**src/rtl/mem_stage_lsu.sv**
```systemverilog
// rtl/mem_stage_lsu.sv - memory-stage load/store unit with req/ack data port; optional LSU_MISALIGN_TRAP_EN
module mem_stage_lsu #(
   parameter int TIMEOUT_CYCLES = 255,
   parameter int CNT_W          = 10
) (
   input  logic        clk,
   input  logic        rst,
   input  logic        valid,
   input  logic [2:0]  ldst_ctrl,
   input  logic        mem_write,
   input  logic        mem_to_reg,
   input  logic [31:0] addr,
   input  logic [31:0] store_data,
   output logic        dmem_req,
   output logic [3:0]  dmem_we,
   output logic [31:0] dmem_addr,
   output logic [31:0] dmem_wdata,
   input  logic        dmem_ack,
   input  logic [31:0] dmem_rdata,
   output logic        stall,
   output logic [31:0] load_data,
   output logic        load_valid,
   output logic        bus_err,
   output logic        misalign
);
   typedef enum logic {IDLE, ACCESS} state_t;

   state_t           state;
   logic [CNT_W-1:0] cnt;
   logic             load_q;
   logic [2:0]       ctrl_q;
   logic [1:0]       lo_q;

   logic is_store, is_load, is_half, is_word, bad, start, timeout;
   logic [1:0]  lo;
   logic [3:0]  we_next;
   logic [31:0] wdata_next, fmt;
   logic [7:0]  rbyte;
   logic [15:0] rhalf;

   assign is_store = valid & mem_write & (ldst_ctrl >= 3'd5);
   assign is_load  = valid & mem_to_reg & ~mem_write & (ldst_ctrl <= 3'd4);
   assign is_half  = (ldst_ctrl == 3'd1) | (ldst_ctrl == 3'd4) | (ldst_ctrl == 3'd6);
   assign is_word  = (ldst_ctrl == 3'd2) | (ldst_ctrl == 3'd7);

`ifdef LSU_MISALIGN_TRAP_EN
   assign bad = (is_half & addr[0]) | (is_word & (addr[1:0] != 2'b00));
   assign lo  = addr[1:0];
`else
   // Offending low bits are dropped so the access proceeds aligned.
   assign bad = 1'b0;
   assign lo  = is_word ? 2'b00 : (is_half ? {addr[1], 1'b0} : addr[1:0]);
`endif

   // misalign high means the held instruction was already consumed by the trap.
   assign start   = (state == IDLE) & (is_load | is_store) & ~misalign;
   assign timeout = (cnt == CNT_W'(TIMEOUT_CYCLES - 1));

   always_comb begin
      stall = 1'b0;
      if (state == IDLE) stall = start;
      else               stall = ~dmem_ack & ~timeout;
   end

   always_comb begin
      we_next    = 4'b0000;
      wdata_next = store_data;
      case (ldst_ctrl)
         3'd5: begin
            we_next    = 4'b1000 >> lo;
            wdata_next = {4{store_data[7:0]}};
         end
         3'd6: begin
            we_next    = lo[1] ? 4'b0011 : 4'b1100;
            wdata_next = {2{store_data[15:0]}};
         end
         3'd7:    we_next = 4'b1111;
         default: we_next = 4'b0000;
      endcase
   end

   always_comb begin
      case (lo_q)
         2'd0:    rbyte = dmem_rdata[31:24];
         2'd1:    rbyte = dmem_rdata[23:16];
         2'd2:    rbyte = dmem_rdata[15:8];
         default: rbyte = dmem_rdata[7:0];
      endcase
      rhalf = lo_q[1] ? dmem_rdata[15:0] : dmem_rdata[31:16];
      case (ctrl_q)
         3'd0:    fmt = {{24{rbyte[7]}}, rbyte};
         3'd1:    fmt = {{16{rhalf[15]}}, rhalf};
         3'd3:    fmt = {24'd0, rbyte};
         3'd4:    fmt = {16'd0, rhalf};
         default: fmt = dmem_rdata;
      endcase
   end

   always_ff @(posedge clk or posedge rst) begin
      if (rst) begin
         state      <= IDLE;
         cnt        <= '0;
         load_q     <= 1'b0;
         ctrl_q     <= 3'd0;
         lo_q       <= 2'd0;
         dmem_req   <= 1'b0;
         dmem_we    <= 4'd0;
         dmem_addr  <= 32'd0;
         dmem_wdata <= 32'd0;
         load_data  <= 32'd0;
         load_valid <= 1'b0;
         bus_err    <= 1'b0;
         misalign   <= 1'b0;
      end else begin
         load_valid <= 1'b0;
         bus_err    <= 1'b0;
         misalign   <= 1'b0;
         case (state)
            IDLE: begin
               if (start) begin
                  if (bad) begin
                     misalign <= 1'b1;
                  end else begin
                     state      <= ACCESS;
                     cnt        <= '0;
                     dmem_req   <= 1'b1;
                     dmem_we    <= we_next;
                     dmem_addr  <= {addr[31:2], 2'b00};
                     dmem_wdata <= wdata_next;
                     load_q     <= is_load;
                     ctrl_q     <= ldst_ctrl;
                     lo_q       <= lo;
                  end
               end
            end
            ACCESS: begin
               if (dmem_ack) begin
                  state    <= IDLE;
                  dmem_req <= 1'b0;
                  dmem_we  <= 4'd0;
                  if (load_q) begin
                     load_data  <= fmt;
                     load_valid <= 1'b1;
                  end
               end else if (timeout) begin
                  state    <= IDLE;
                  dmem_req <= 1'b0;
                  dmem_we  <= 4'd0;
                  bus_err  <= 1'b1;
               end else begin
                  cnt <= cnt + CNT_W'(1);
               end
            end
            default: state <= IDLE;
         endcase
      end
   end
endmodule

```
**config.mk**
```make
export PLATFORM = sky130hd
export DESIGN_NAME = mem_stage_lsu
export DESIGN_NICKNAME = d
export VERILOG_FILES = /design/src/rtl/mem_stage_lsu.sv
export SDC_FILE = /design/constraint.sdc
export NUM_CORES = 1
export LEC_CHECK = 0
export CORE_ASPECT_RATIO = 2
export CORE_MARGIN = 5
export CORE_UTILIZATION = 45
export DETAILED_ROUTE_END_ITERATION = 12
export PLACE_DENSITY = 0.81
export SYNTH_ARGS = -nofsm -noshare
export SYNTH_HDL_FRONTEND = slang
export SYNTH_SLANG_ARGS = --single-unit
export TNS_END_PERCENT = 30
```
**constraint.sdc**
```tcl
create_clock -name clk -period 4.25 [get_ports clk]
set_clock_uncertainty 0.15 [all_clocks]
set_input_delay 0.6375 -clock clk [delete_from_list [all_inputs] [get_ports clk]]
set_output_delay 0.6375 -clock clk [all_outputs]
set_load 0.02 [all_outputs]
```
==> run summary <==
The flow ran to the end, and the final reports show no timing, DRC or antenna violations. The number of DRC markers in iteration 0 is 229. The proportion of synthesized area in mux cells came out at between 5 and 6%. The gate count of the mapped netlist came out at around 640.

Sorting the synthesized cells by area gives the leading types as dfrtp_1 52%, nand2_1 13%, o21ai_0 3.9%. The fraction of the yosys area taken by sequential cells is 51.9%. The basic-gate share of the synthesized area counting and, or, nand and nor cells is a little over a fifth.

The total of max-cap violations is 0. For this run, asynchronously set or reset flops after synthesis account for 100%. The number of buffers inserted by hold repair at cts is 0. The xor-xnor portion of the synthesized cell area is less than 1%. For the pin with the worst max-slew slack, the measured transition is 0.936 ns. The worst reg2reg path depth came out at 4. The biggest area contributor in the post-synthesis netlist is dfrtp_1. The logic depth of the worst setup path including buffers came out at 7. In the detailed route, the total length drawn on met2 is between 10000 and 15000 um.

The number of endpoints with negative hold slack in the final report came to 0. The post-CTS resize count is 0. The tightest hold path in the finished design has a slack of 0.325 ns.

The via density per instance is about 5.5. The longest clock path from root to sink contains 2 buffers. Along the worst path, the maximum fanout reaches 11. The number of unique standard cell types used by synthesis is 46. The final layout contains approximately 940 nets.

Counting both buffers and inverters, the worst setup path holds a total of 3. Ranked by instance count, the synthesized netlist is headed by 196 x nand2_1, 118 x dfrtp_1, 44 x o21ai_0. The I/O pin total is 210.

The estimated wirelength of the detail-placed design came out at between 10000 and 15000 um. The via count is ~5500. The final critical delay including setup and external delays is about 3.5 ns. STA classifies the critical path endpoint as a primary output. The total track usage came out at between 20% and 30%. Measured along the x axis, the die boundary spans just under 90 um. The number of remaining DRC errors is 0. The post-route met1 wirelength is ~6000 um. The number of nets with antenna violations after routing is 0.

The adder and majority cell fraction of the synthesized area is less than 1%. The power density over cell area came out at 583 mW/mm^2. The CTS H-tree depth is 4. The root buffer cell chosen for the clock tree is clkbuf_16.

The number of enable flip-flop cells after synthesis is 0. Walking the worst path, the cells encountered are clkdlybuf4s50_1, buf_4, o21ai_2, mux2i_1, or2_2, nand2_1, clkdlybuf4s50_1. The floorplan step defined a core boundary enclosing 0.0125 sq mm. For this run, the leading register cell type out of synthesis is dfrtp_1. The number of buffers added on ports is around 210. The vertical die dimension came out at about 170 um.

The row count came out at 58. The average cell area after synthesis is about 8.9 sq um. Once placement finished, the instance area stood at 0.00781 sq mm. The required arrival time at the worst endpoint came out at between 3 and 4 ns. In this run the tightest slew margin relative to its limit is around 38%. The via count of the first global-routing pass came out at approximately 5700. The tree built by TritonCTS fans out to approximately 120 sinks. The gate family responsible for the most delay along the worst path is buffers and inverters. The most common cell in the synthesized netlist is nand2_1. On the worst path, the slowest cell contributes a delay of 0.63 ns. The nature of the critical path startpoint is an input port. The flip-flop and latch count after synthesis came out at 118. The post-synthesis instance area is roughly 0.0057 sq mm.

The total die area is between 0.015 and 0.02 sq mm. The area added between synthesis and finish is 46.7%. The most common cell type on the critical path is clkdlybuf4s50_1.

Buffers added to address setup during post-CTS repair amount to 0. The initial core utilization is between 40 and 50%. The path class of the tightest hold or removal check is reg -> reg. The overflow left after global routing is 0. Dividing the final minimum period by the clock period gives roughly 83%. The finished layout cell area is about 0.0083 sq mm.

TritonCTS created 17 clock buffers. The sum of met3 wire segment lengths after detailed routing came out at between 1000 and 1500 um. Of the post-synthesis cell area, the dominant cell type holds 51.9%.

For this run, the detailed router's first-pass iteration total came to 6. The fraction of final layout cells sized beyond drive strength 1 is 7.47%. The highest layer touched by signal routing is met4. The maximum vdd drop came out at around 0.00034 V.

The maximum number of pins on one net before global-route repair is 100. The critical path is of the in -> out type. After the flow finishes, the layout carries non-filler instances totaling between 900 and 1000. The total negative slack is 0 ns. Setup repair after global routing left no endpoint under its margin. The synthesized netlist devotes 15.7% of its cell area to compound gates. 0 antenna diodes ended up in the layout. The CTS tree is built.

In this run, placement finished with an instance count of 961. The first-pass GRT wire length came out at between 20000 and 30000 um. Summed over all cells, the static leakage comes to 3.72 nW.

During synthesis, Yosys emitted a total of 0 warnings. The number of endpoints failing setup at the final stage is 0. The clock-pin slew of the registers on the worst-case setup and hold paths is around 0.05 ns. The combinational family with the most area after synthesis is simple AND/OR/NAND/NOR gates.

Routability-driven placement finished with a final weighted congestion of between 0.9 and 1. The arrival time of the worst setup path is roughly 2.8 ns. The count of cells along the worst hold path came out at 2. The clock latency at the later pin of the worst-skew pair is ~0.39 ns.

Timing would allow up to 0.282 GHz. The slowest stage of the critical path belongs to the cell clkdlybuf4s50_1. The average wire per cell in the routed design is 18.5 um. Summed over all layers, the routed wires come to roughly 18000 um. The number of max-slew violations in the final report is 0. The number of antenna violations at the first check in global routing came out at 0.
worst register-to-register path: stages (launching register included):
cell and delay (ns):
dfrtp_1 0.85, mux4_2 0.64, a211o_1 0.40, a21oi_1 0.19, nor2_1 0.08
logic make-up (layout without fill, tap and decap cells):
kind of cell / Yosys count / in the layout
AND/OR/NAND/NOR: 290 / 290
AO/OA/AOI/OAI: 142 / 142
flip-flops: 118 / 118
buffers and inverters: 49 / 253
multiplexers: 29 / 29
XOR/XNOR: 6 / 6
adder cells (fa/ha/maj): 2 / 2
other: 1 / 3
area by class of cell:
| type | instances | area, sq um |
|---|---|---|
| Sequential cell | 118 | 2950 |
| Clock buffer | 20 | 447 |
| Tap cell | 150 | 188 |
| Fill cell | 990 | 4140 |
| Clock inverter | 12 | 82.6 |
| Timing Repair Buffer | 213 | 2130 |
| Multi-Input combinational cell | 472 | 2510 |
| Inverter | 8 | 32.5 |
routing by layer:
layer | vias to the layer above | track usage, %
met5 | - | 0
met4 | 0 | 13.8
met3 | 66 | 5.26
met2 | 245 | 43.7
met1 | 2596 | 25.6
li1 | 2562 | -
report_power, final:
| group | internal (W) | total, W | switching, W | leakage [nW] |
|---|---|---|---|---|
| logic | 0.000886 | 0.00191 | 0.00103 | 2.02 |
| registers | 0.00146 | 0.00169 | 0.000237 | 1.45 |
| clock network | 0.000756 | 0.00126 | 0.000501 | 0.244 |
cells in the final DEF, fill, tap and decap left out, types with 3 or more instances in the layout:
cell,count
clkdlybuf4s50_1,206
nand2_1,196
dfrtp_1,118
o21ai_0,44
nor2_1,41
a21oi_1,33
o22ai_1,24
mux2i_1,19
clkbuf_16,17
nand3_1,13
nand2b_1,13
a21oi_2,11
mux2_2,9
and3_1,8
inv_1,7
o32ai_1,7
a311oi_1,7
clkinvlp_4,6
buf_4,6
nor2b_1,4
clkinv_2,4
nand4_1,3
o21bai_1,3
xor2_1,3
xnor2_1,3
conb_1,3
registers in the layout, summed over array words and instances, names as in the netlist, 2 cells and up:
signal,cells
dmem_wdata,32
load_data,32
dmem_addr,30
cnt,10
dmem_we,4
ctrl_q,3
lo_q,2
metrics by stage:
step | power, W | setup slack (ns) | utilization [%]
floorplan | 0.00267 | 0.333 | -
global placement | 0.00356 | 0.727 | 62.6
detailed placement | 0.00362 | 0.685 | 62.6
CTS | 0.00490 | 0.689 | 66.8
global route | 0.00513 | 0.593 | 66.8
finish | 0.00486 | 0.706 | 66.8
worst paths after layout:
kind / slack, ns / endpoint / startpoint
max reg2reg: 1.82 / load_data[13] / lo_q[1]
min in group asynchronous: 0.59 / dmem_addr[23] / rst
max in group asynchronous: 2.55 / load_data[4] / rst
max: 0.71 / stall / ldst_ctrl[0]
min: 0.33 / dmem_addr[14] / dmem_addr[14]
min reg2reg: 0.33 / dmem_addr[14] / dmem_addr[14]
(Power assumes the default switching activity.)
